<file path="config.mk">
export PLATFORM = sky130hd
export DESIGN_NAME = pifo_stream_monitor
export DESIGN_NICKNAME = d
export VERILOG_FILES = /design/src/rtl/pifo_mon_pkg.sv /design/src/rtl/pifo_mon_idle_timer.sv /design/src/rtl/pifo_stream_monitor.sv
export SDC_FILE = /design/constraint.sdc
export NUM_CORES = 1
export LEC_CHECK = 0
export CAP_MARGIN = 20
export CORE_AREA = 3 3 222 224
export DETAILED_ROUTE_END_ITERATION = 10
export DIE_AREA = 0 0 225 227
export DONT_BUFFER_PORTS = 1
export GPL_TIMING_DRIVEN = 0
export HOLD_SLACK_MARGIN = 0.1
export PLACE_DENSITY = 0.54
export SETUP_SLACK_MARGIN = 0.15
export SLEW_MARGIN = 20
export SYNTH_ARGS = -nofsm -noshare
export SYNTH_HDL_FRONTEND = slang
export SYNTH_SLANG_ARGS = --single-unit
</file>
<file path="constraint.sdc">
create_clock -name clk_in_0 -period 2.9 [get_ports clk_in_0]
set_input_delay 0.58 -clock clk_in_0 [delete_from_list [all_inputs] [get_ports clk_in_0]]
set_output_delay 0.58 -clock clk_in_0 [all_outputs]
set_load 0.005 [all_outputs]
</file>
<file path="src/rtl/pifo_mon_pkg.sv">
// Shared types and constants for the PIFO output stream monitor.
package pifo_mon_pkg;

  typedef enum logic [1:0] {
    ST_WAIT = 2'd0,
    ST_RUN  = 2'd1,
    ST_DONE = 2'd2
  } mon_state_t;

  // Default SUME metadata field offsets inside tuser
  localparam int SUME_CHAN_LSB = 24;
  localparam int SUME_RANK_LSB = 32;

  localparam int CNT_WIDTH = 32;

  function automatic int clog2(input int value);
    int result;
    result = 0;
    for (int i = 0; i < 31; i++) begin
      if ((1 << i) < value) result = i + 1;
    end
    return result;
  endfunction

endpackage

</file>
<file path="src/rtl/pifo_mon_idle_timer.sv">
// Idle counter and WAIT/RUN/DONE state machine; done is sticky until clear.
module pifo_mon_idle_timer
  import pifo_mon_pkg::*;
#(
  parameter int unsigned IDLE_LIMIT = 1000
) (
  input  logic       clk,
  input  logic       rst_n,
  input  logic       beat,
  input  logic       arm,
  input  logic       clear,
  output logic       done,
  output mon_state_t state
);

  localparam logic [CNT_WIDTH-1:0] LIMIT    = CNT_WIDTH'(IDLE_LIMIT);
  localparam logic [CNT_WIDTH-1:0] LIMIT_M1 = CNT_WIDTH'(IDLE_LIMIT - 1);

  mon_state_t           state_reg, state_next;
  logic [CNT_WIDTH-1:0] idle_cnt_reg, idle_cnt_next;
  logic                 done_reg, done_next;

  always_ff @(posedge clk or negedge rst_n) begin
    if (!rst_n) begin
      state_reg    <= ST_WAIT;
      idle_cnt_reg <= '0;
      done_reg     <= 1'b0;
    end else begin
      state_reg    <= state_next;
      idle_cnt_reg <= idle_cnt_next;
      done_reg     <= done_next;
    end
  end

  // Once the limit is reached the count parks at LIMIT, so a late arm still fires
  always_comb begin
    state_next    = state_reg;
    idle_cnt_next = idle_cnt_reg;
    if (clear) begin
      state_next    = ST_WAIT;
      idle_cnt_next = '0;
    end else begin
      case (state_reg)
        ST_WAIT: begin
          if (beat) begin
            state_next    = ST_RUN;
            idle_cnt_next = '0;
          end
        end
        ST_RUN: begin
          if (beat) begin
            idle_cnt_next = '0;
          end else if (idle_cnt_reg >= LIMIT_M1) begin
            idle_cnt_next = LIMIT;
            if (arm) state_next = ST_DONE;
          end else begin
            idle_cnt_next = idle_cnt_reg + CNT_WIDTH'(1);
          end
        end
        ST_DONE: state_next = ST_DONE;
        default: state_next = ST_WAIT;
      endcase
    end
  end

  always_comb begin
    done_next = (state_next == ST_DONE);
    done      = done_reg;
    state     = state_reg;
  end

endmodule

</file>
<file path="src/rtl/pifo_stream_monitor.sv">
// Passive AXI-Stream tap: per-channel rank-order check, packet counts, idle done flag.
// Optional protocol checker enabled by defining PIFO_MON_PROTO_CHECK_EN.
module pifo_stream_monitor
  import pifo_mon_pkg::*;
#(
  parameter int          DATA_WIDTH      = 256,
  parameter int          SUME_META_WIDTH = 168,
  parameter int          NUM_CHANNELS    = 4,
  parameter int          CHAN_LSB        = SUME_CHAN_LSB,
  parameter int          RANK_LSB        = SUME_RANK_LSB,
  parameter int          RANK_WIDTH      = 16,
  parameter int unsigned IDLE_LIMIT      = 1000
) (
  input  logic                              clk_in_0,
  input  logic                              reset,
  input  logic [DATA_WIDTH-1:0]             mon_tdata,
  input  logic [SUME_META_WIDTH-1:0]        mon_tuser,
  input  logic                              mon_tvalid,
  input  logic                              mon_tready,
  input  logic                              mon_tlast,
  input  logic                              arm,
  input  logic                              clear,
  output logic                              done,
  output logic                              order_err,
  output logic [15:0]                       order_err_cnt,
  output logic [3:0]                        err_chan,
  output logic [CNT_WIDTH*NUM_CHANNELS-1:0] pkt_cnt,
  output logic                              proto_err
);

  localparam int CHAN_W     = clog2(NUM_CHANNELS);
  localparam int CHAN_IDX_W = (CHAN_W == 0) ? 1 : CHAN_W;

  logic                    beat;
  logic                    sop_reg;
  logic [CHAN_IDX_W-1:0]   sop_chan, pkt_chan, chan_latched_reg;
  logic [RANK_WIDTH-1:0]   sop_rank;
  logic [NUM_CHANNELS-1:0] violation;
  logic                    any_violation;
  logic                    order_err_reg;
  logic [15:0]             order_err_cnt_reg;
  logic [3:0]              err_chan_reg;
  mon_state_t              timer_state;
  logic                    unused_bits;

  assign beat          = mon_tvalid & mon_tready;
  assign sop_rank      = mon_tuser[RANK_LSB +: RANK_WIDTH];
  assign pkt_chan      = sop_reg ? sop_chan : chan_latched_reg;
  assign any_violation = |violation;
  assign unused_bits   = ^{mon_tdata, mon_tuser, timer_state};

  generate
    if (CHAN_W == 0) begin : g_one_chan
      assign sop_chan = '0;
    end else begin : g_multi_chan
      assign sop_chan = mon_tuser[CHAN_LSB +: CHAN_W];
    end
  endgenerate

  // clear masks the colliding beat so it is neither checked nor counted
  genvar gi;
  generate
    for (gi = 0; gi < NUM_CHANNELS; gi++) begin : g_chan
      logic                  sop_hit, eop_hit, seen_reg;
      logic [RANK_WIDTH-1:0] last_rank_reg;
      logic [CNT_WIDTH-1:0]  pkt_cnt_reg;

      assign sop_hit = beat & ~clear & sop_reg & (sop_chan == CHAN_IDX_W'(gi));
      assign eop_hit = beat & ~clear & mon_tlast & (pkt_chan == CHAN_IDX_W'(gi));
      assign violation[gi] = sop_hit & seen_reg & (sop_rank < last_rank_reg);
      assign pkt_cnt[gi*CNT_WIDTH +: CNT_WIDTH] = pkt_cnt_reg;

      always_ff @(posedge clk_in_0 or negedge reset) begin
        if (!reset) begin
          seen_reg      <= 1'b0;
          last_rank_reg <= '0;
          pkt_cnt_reg   <= '0;
        end else if (clear) begin
          seen_reg      <= 1'b0;
          last_rank_reg <= '0;
          pkt_cnt_reg   <= '0;
        end else begin
          if (sop_hit) begin
            seen_reg      <= 1'b1;
            last_rank_reg <= sop_rank;
          end
          if (eop_hit && pkt_cnt_reg != '1) pkt_cnt_reg <= pkt_cnt_reg + CNT_WIDTH'(1);
        end
      end
    end
  endgenerate

  always_ff @(posedge clk_in_0 or negedge reset) begin
    if (!reset) begin
      sop_reg           <= 1'b1;
      chan_latched_reg  <= '0;
      order_err_reg     <= 1'b0;
      order_err_cnt_reg <= '0;
      err_chan_reg      <= '0;
    end else if (clear) begin
      sop_reg           <= 1'b1;
      chan_latched_reg  <= '0;
      order_err_reg     <= 1'b0;
      order_err_cnt_reg <= '0;
      err_chan_reg      <= '0;
    end else begin
      if (beat) begin
        sop_reg <= mon_tlast;
        if (sop_reg) chan_latched_reg <= sop_chan;
      end
      if (any_violation) begin
        order_err_reg <= 1'b1;
        if (order_err_cnt_reg != '1) order_err_cnt_reg <= order_err_cnt_reg + 16'd1;
        if (!order_err_reg) err_chan_reg <= 4'(sop_chan);
      end
    end
  end

  assign order_err     = order_err_reg;
  assign order_err_cnt = order_err_cnt_reg;
  assign err_chan      = err_chan_reg;

  pifo_mon_idle_timer #(
    .IDLE_LIMIT(IDLE_LIMIT)
  ) u_idle_timer (
    .clk  (clk_in_0),
    .rst_n(reset),
    .beat (beat),
    .arm  (arm),
    .clear(clear),
    .done (done),
    .state(timer_state)
  );

`ifdef PIFO_MON_PROTO_CHECK_EN
  logic                       stall, dropped, changed;
  logic                       stall_reg, proto_err_reg;
  logic [DATA_WIDTH-1:0]      hold_data_reg;
  logic [SUME_META_WIDTH-1:0] hold_user_reg;
  logic                       hold_last_reg;

  assign stall   = mon_tvalid & ~mon_tready;
  assign dropped = stall_reg & ~mon_tvalid;
  assign changed = stall_reg & mon_tvalid &
                   ((mon_tdata != hold_data_reg) | (mon_tuser != hold_user_reg) |
                    (mon_tlast != hold_last_reg));

  // Payload snapshot needs no reset: it is only compared while stall_reg is set
  always_ff @(posedge clk_in_0) begin
    if (stall) begin
      hold_data_reg <= mon_tdata;
      hold_user_reg <= mon_tuser;
      hold_last_reg <= mon_tlast;
    end
  end

  always_ff @(posedge clk_in_0 or negedge reset) begin
    if (!reset) begin
      stall_reg     <= 1'b0;
      proto_err_reg <= 1'b0;
    end else if (clear) begin
      stall_reg     <= 1'b0;
      proto_err_reg <= 1'b0;
    end else begin
      stall_reg <= stall;
      if (dropped | changed) proto_err_reg <= 1'b1;
    end
  end

  assign proto_err = proto_err_reg;
`else
  assign proto_err = 1'b0;
`endif

endmodule

</file>
==> results.json <==
{
  "status": "complete, but fails checks",
  "violations": "hold timing",
  "cts_buffer_depth": 3,
  "gp_congestion": 0.805,
  "finClkSkew_ps": 34.0,
  "cts_root_buf": "clkbuf_16",
  "r2r-start": "g_chan[2].last_rank_reg[9]",
  "clock_latency_ps": 590,
  "cts.sinks": 253,
  "fmax_mhz": 361,
  "critical_path_required_ps": 3410,
  "dr.pass1.iters": 5,
  "cts_buffers": 31,
  "rows": 80,
  "maxCapViolCount": 0,
  "portBuffers": 0,
  "antenna_found_initial": 0,
  "leakagePower_nw": 6.29,
  "r2r_setup_slack_ps": 130,
  "synth_top_area_share_pct": 47.4,
  "grt_pass1_vias": 10600,
  "yosysWarnings": 0,
  "p_total_mw": 7.82,
  "worst_slew_pin_slew_ps": 1110,
  "synth_area_um2": 13300,
  "rr_endpoint": "order_err_cnt[14]",
  "hp-class": "in -> async",
  "synth_area_per_cell_um2": 9.16,
  "cp.arrival_ps": 3280,
  "finalMaxSlewViolations": 0,
  "synth_cells": 1453,
  "die-area_um2": 51100,
  "wire_per_inst_um": 18.4,
  "initial_core_util_pct": 28.0,
  "chipHeight_um": 227,
  "diodes": 0,
  "grt_usage_pct": 15.2,
  "yosysMostFrequentCell": "dfrtp_1",
  "worstSetupEndpointType": "flop",
  "grt_start_max_net_pins": 254,
  "nets": 1999,
  "grt_pass1_wl_um": 61300,
  "ir_drop_uv": 418,
  "grt.overflow.total": 0,
  "die_x_um": 225,
  "timing.final.crit_share_pct": 95.6,
  "totalWireLength_um": 39500,
  "setup_viol_count_final": 0,
  "slew_headroom_pct": 25.7,
  "whs_ps": -274,
  "dp_hpwl_um": 27900,
  "dr.first_iter.drc_count": 678,
  "rsz0062_at_grt": "true",
  "period_minus_slack_ps": 2770,
  "yosys.area.top_type": "dfrtp_1",
  "hold_viol": 252,
  "syn_to_final_growth_pct": 18.4,
  "pre_cts_slack_ps": -654,
  "drc": 0,
  "async_flop_share_pct": 100,
  "setup_slack_ps": 128,
  "clk_pin_slew_worst_paths_ps": 60,
  "synth_cell_types": 65,
  "critPathKind": "reg -> reg",
  "drive_above_1_share_pct": 10.2,
  "ios": 582,
  "path_max_fanout": 5,
  "tns_ps": 0,
  "synth_common_cells": "252 x dfrtp_1, 202 x nand2_1, 145 x nor2_1, 113 x a21oi_1, 79 x inv_1",
  "ys_seq_area_share_pct": 47.6,
  "coreArea_um2": 47500,
  "ant_nets": 0,
  "largest_register_ffs": 128,
  "cts_tree": "built",
  "reg2reg_depth": 11,
  "cts-htree-levels": 1,
  "synth_edf_count": 0,
  "ctsHoldBuffers": 1,
  "ys_ff_latch": 253,
  "vias": 10700,
  "start_kind": "flop",
  "yosys-top-cells-area": "dfrtp_1 47%, ha_1 6.2%, nand2_1 5.7%",
  "via_per_inst": 5.01,
  "p_per_area_nw_per_um2": 496,
  "synth_ff_type": "dfrtp_1"
}
[per-layer routing]
layer,global-route usage [%],vias up,share of wire (%)
met5,0,-,0
met4,4.59,0,3.0
met3,6.85,59,9.9
met2,23.6,246,45
met1,19.0,5293,42
li1,-,5131,-
[area by class of cell]
class                   instances  area [um2]
flip-flops and latches        253        6340
clock inverters                 7        97.6
clock buffers                  49         933
inverters                      79         297
repair buffers                 14         108
plain buffers                  57         297
multi-input cells            1066        6930
well taps                     615         769
fillers                      4880       31800
[report_power, final]
group,total (mW),switching (mW),internal (mW)
Sequential,3.56,0.0122,3.55
Clock,3.93,1.56,2.37
Combinational,0.325,0.207,0.118
[kinds of logic after synthesis]
kind of cell             Yosys count  share of synthesized area (%)
XOR/XNOR                         102                           6.71
AO/OA/AOI/OAI                    230                           10.3
AND/OR/NAND/NOR                  650                           24.0
flip-flops                       253                           47.6
adder cells (fa/ha/maj)           66                           6.20
multiplexers                      15                           1.19
buffers and inverters            136                           4.00
other                              1                         0.0282
[layout by cell type (no fill, tap or decap), drive strengths merged, types with 10 or more instances in the layout]
| cell | n |
|---|---|
| buf | 25 |
| dfrtp | 252 |
| nor4 | 16 |
| or3 | 26 |
| nor3 | 26 |
| and4 | 21 |
| o31ai | 14 |
| o21ai | 48 |
| a21oi | 113 |
| inv | 81 |
| nand4 | 39 |
| ha | 66 |
| clkbuf | 94 |
| and2 | 36 |
| xor2 | 56 |
| and3 | 27 |
| or4 | 11 |
| nand3 | 65 |
| nand2 | 202 |
| xnor2 | 46 |
| a21o | 10 |
| nor2 | 145 |
[per-stage QoR]
step | utilization, % | cells | cell area [um2]
6_report | 33.2 | 2140 | 15800
2_1_floorplan | - | 1455 | 13400
3_3_place_gp | 29.8 | 2070 | 14200
4_1_cts | 32.4 | 2134 | 15400
5_1_grt | 33.2 | 2140 | 15800
3_5_place_dp | 29.8 | 2070 | 14200
[repair_timing]
action | 4_1_cts | 5_1_grt
setup buffers | 5 | 6
hold endpoints to repair | 254 | 253
gates cloned | 2 | 0
pin swaps | 6 | 20
gates resized for setup | 35 | 69
endpoints found under the setup margin | 62 | 74
[worst max path at each step]
stage / start / slack [ps] / depth (start not counted) / endpoint
6_report: g_chan[2].last_rank_reg[9] / 130 / 11 / order_err_cnt[14]
5_1_grt: g_chan[2].last_rank_reg[9] / -1 / 10 / order_err_cnt[10]
4_1_cts: sop_reg / 80 / 9 / g_chan[2].pkt_cnt_reg[27]
3_5_place_dp: mon_tuser[46] / -650 / 10 / order_err_cnt[3]
3_3_place_gp: mon_tuser[46] / -590 / 10 / order_err_cnt[9]
2_1_floorplan: mon_tuser[24] / 150 / 10 / order_err_cnt[13]
[critical path, stage by stage, from the launching register on]
cell	delay, ps
dfrtp_1	380
inv_2	70
ha_4	190
a21o_1	180
a221o_1	360
a2111oi_4	340
o21ai_1	130
nor4bb_4	220
buf_6	170
buf_4	130
or4_4	410
a21oi_2	130
Note: power is estimated with default switching activity, not from simulation.
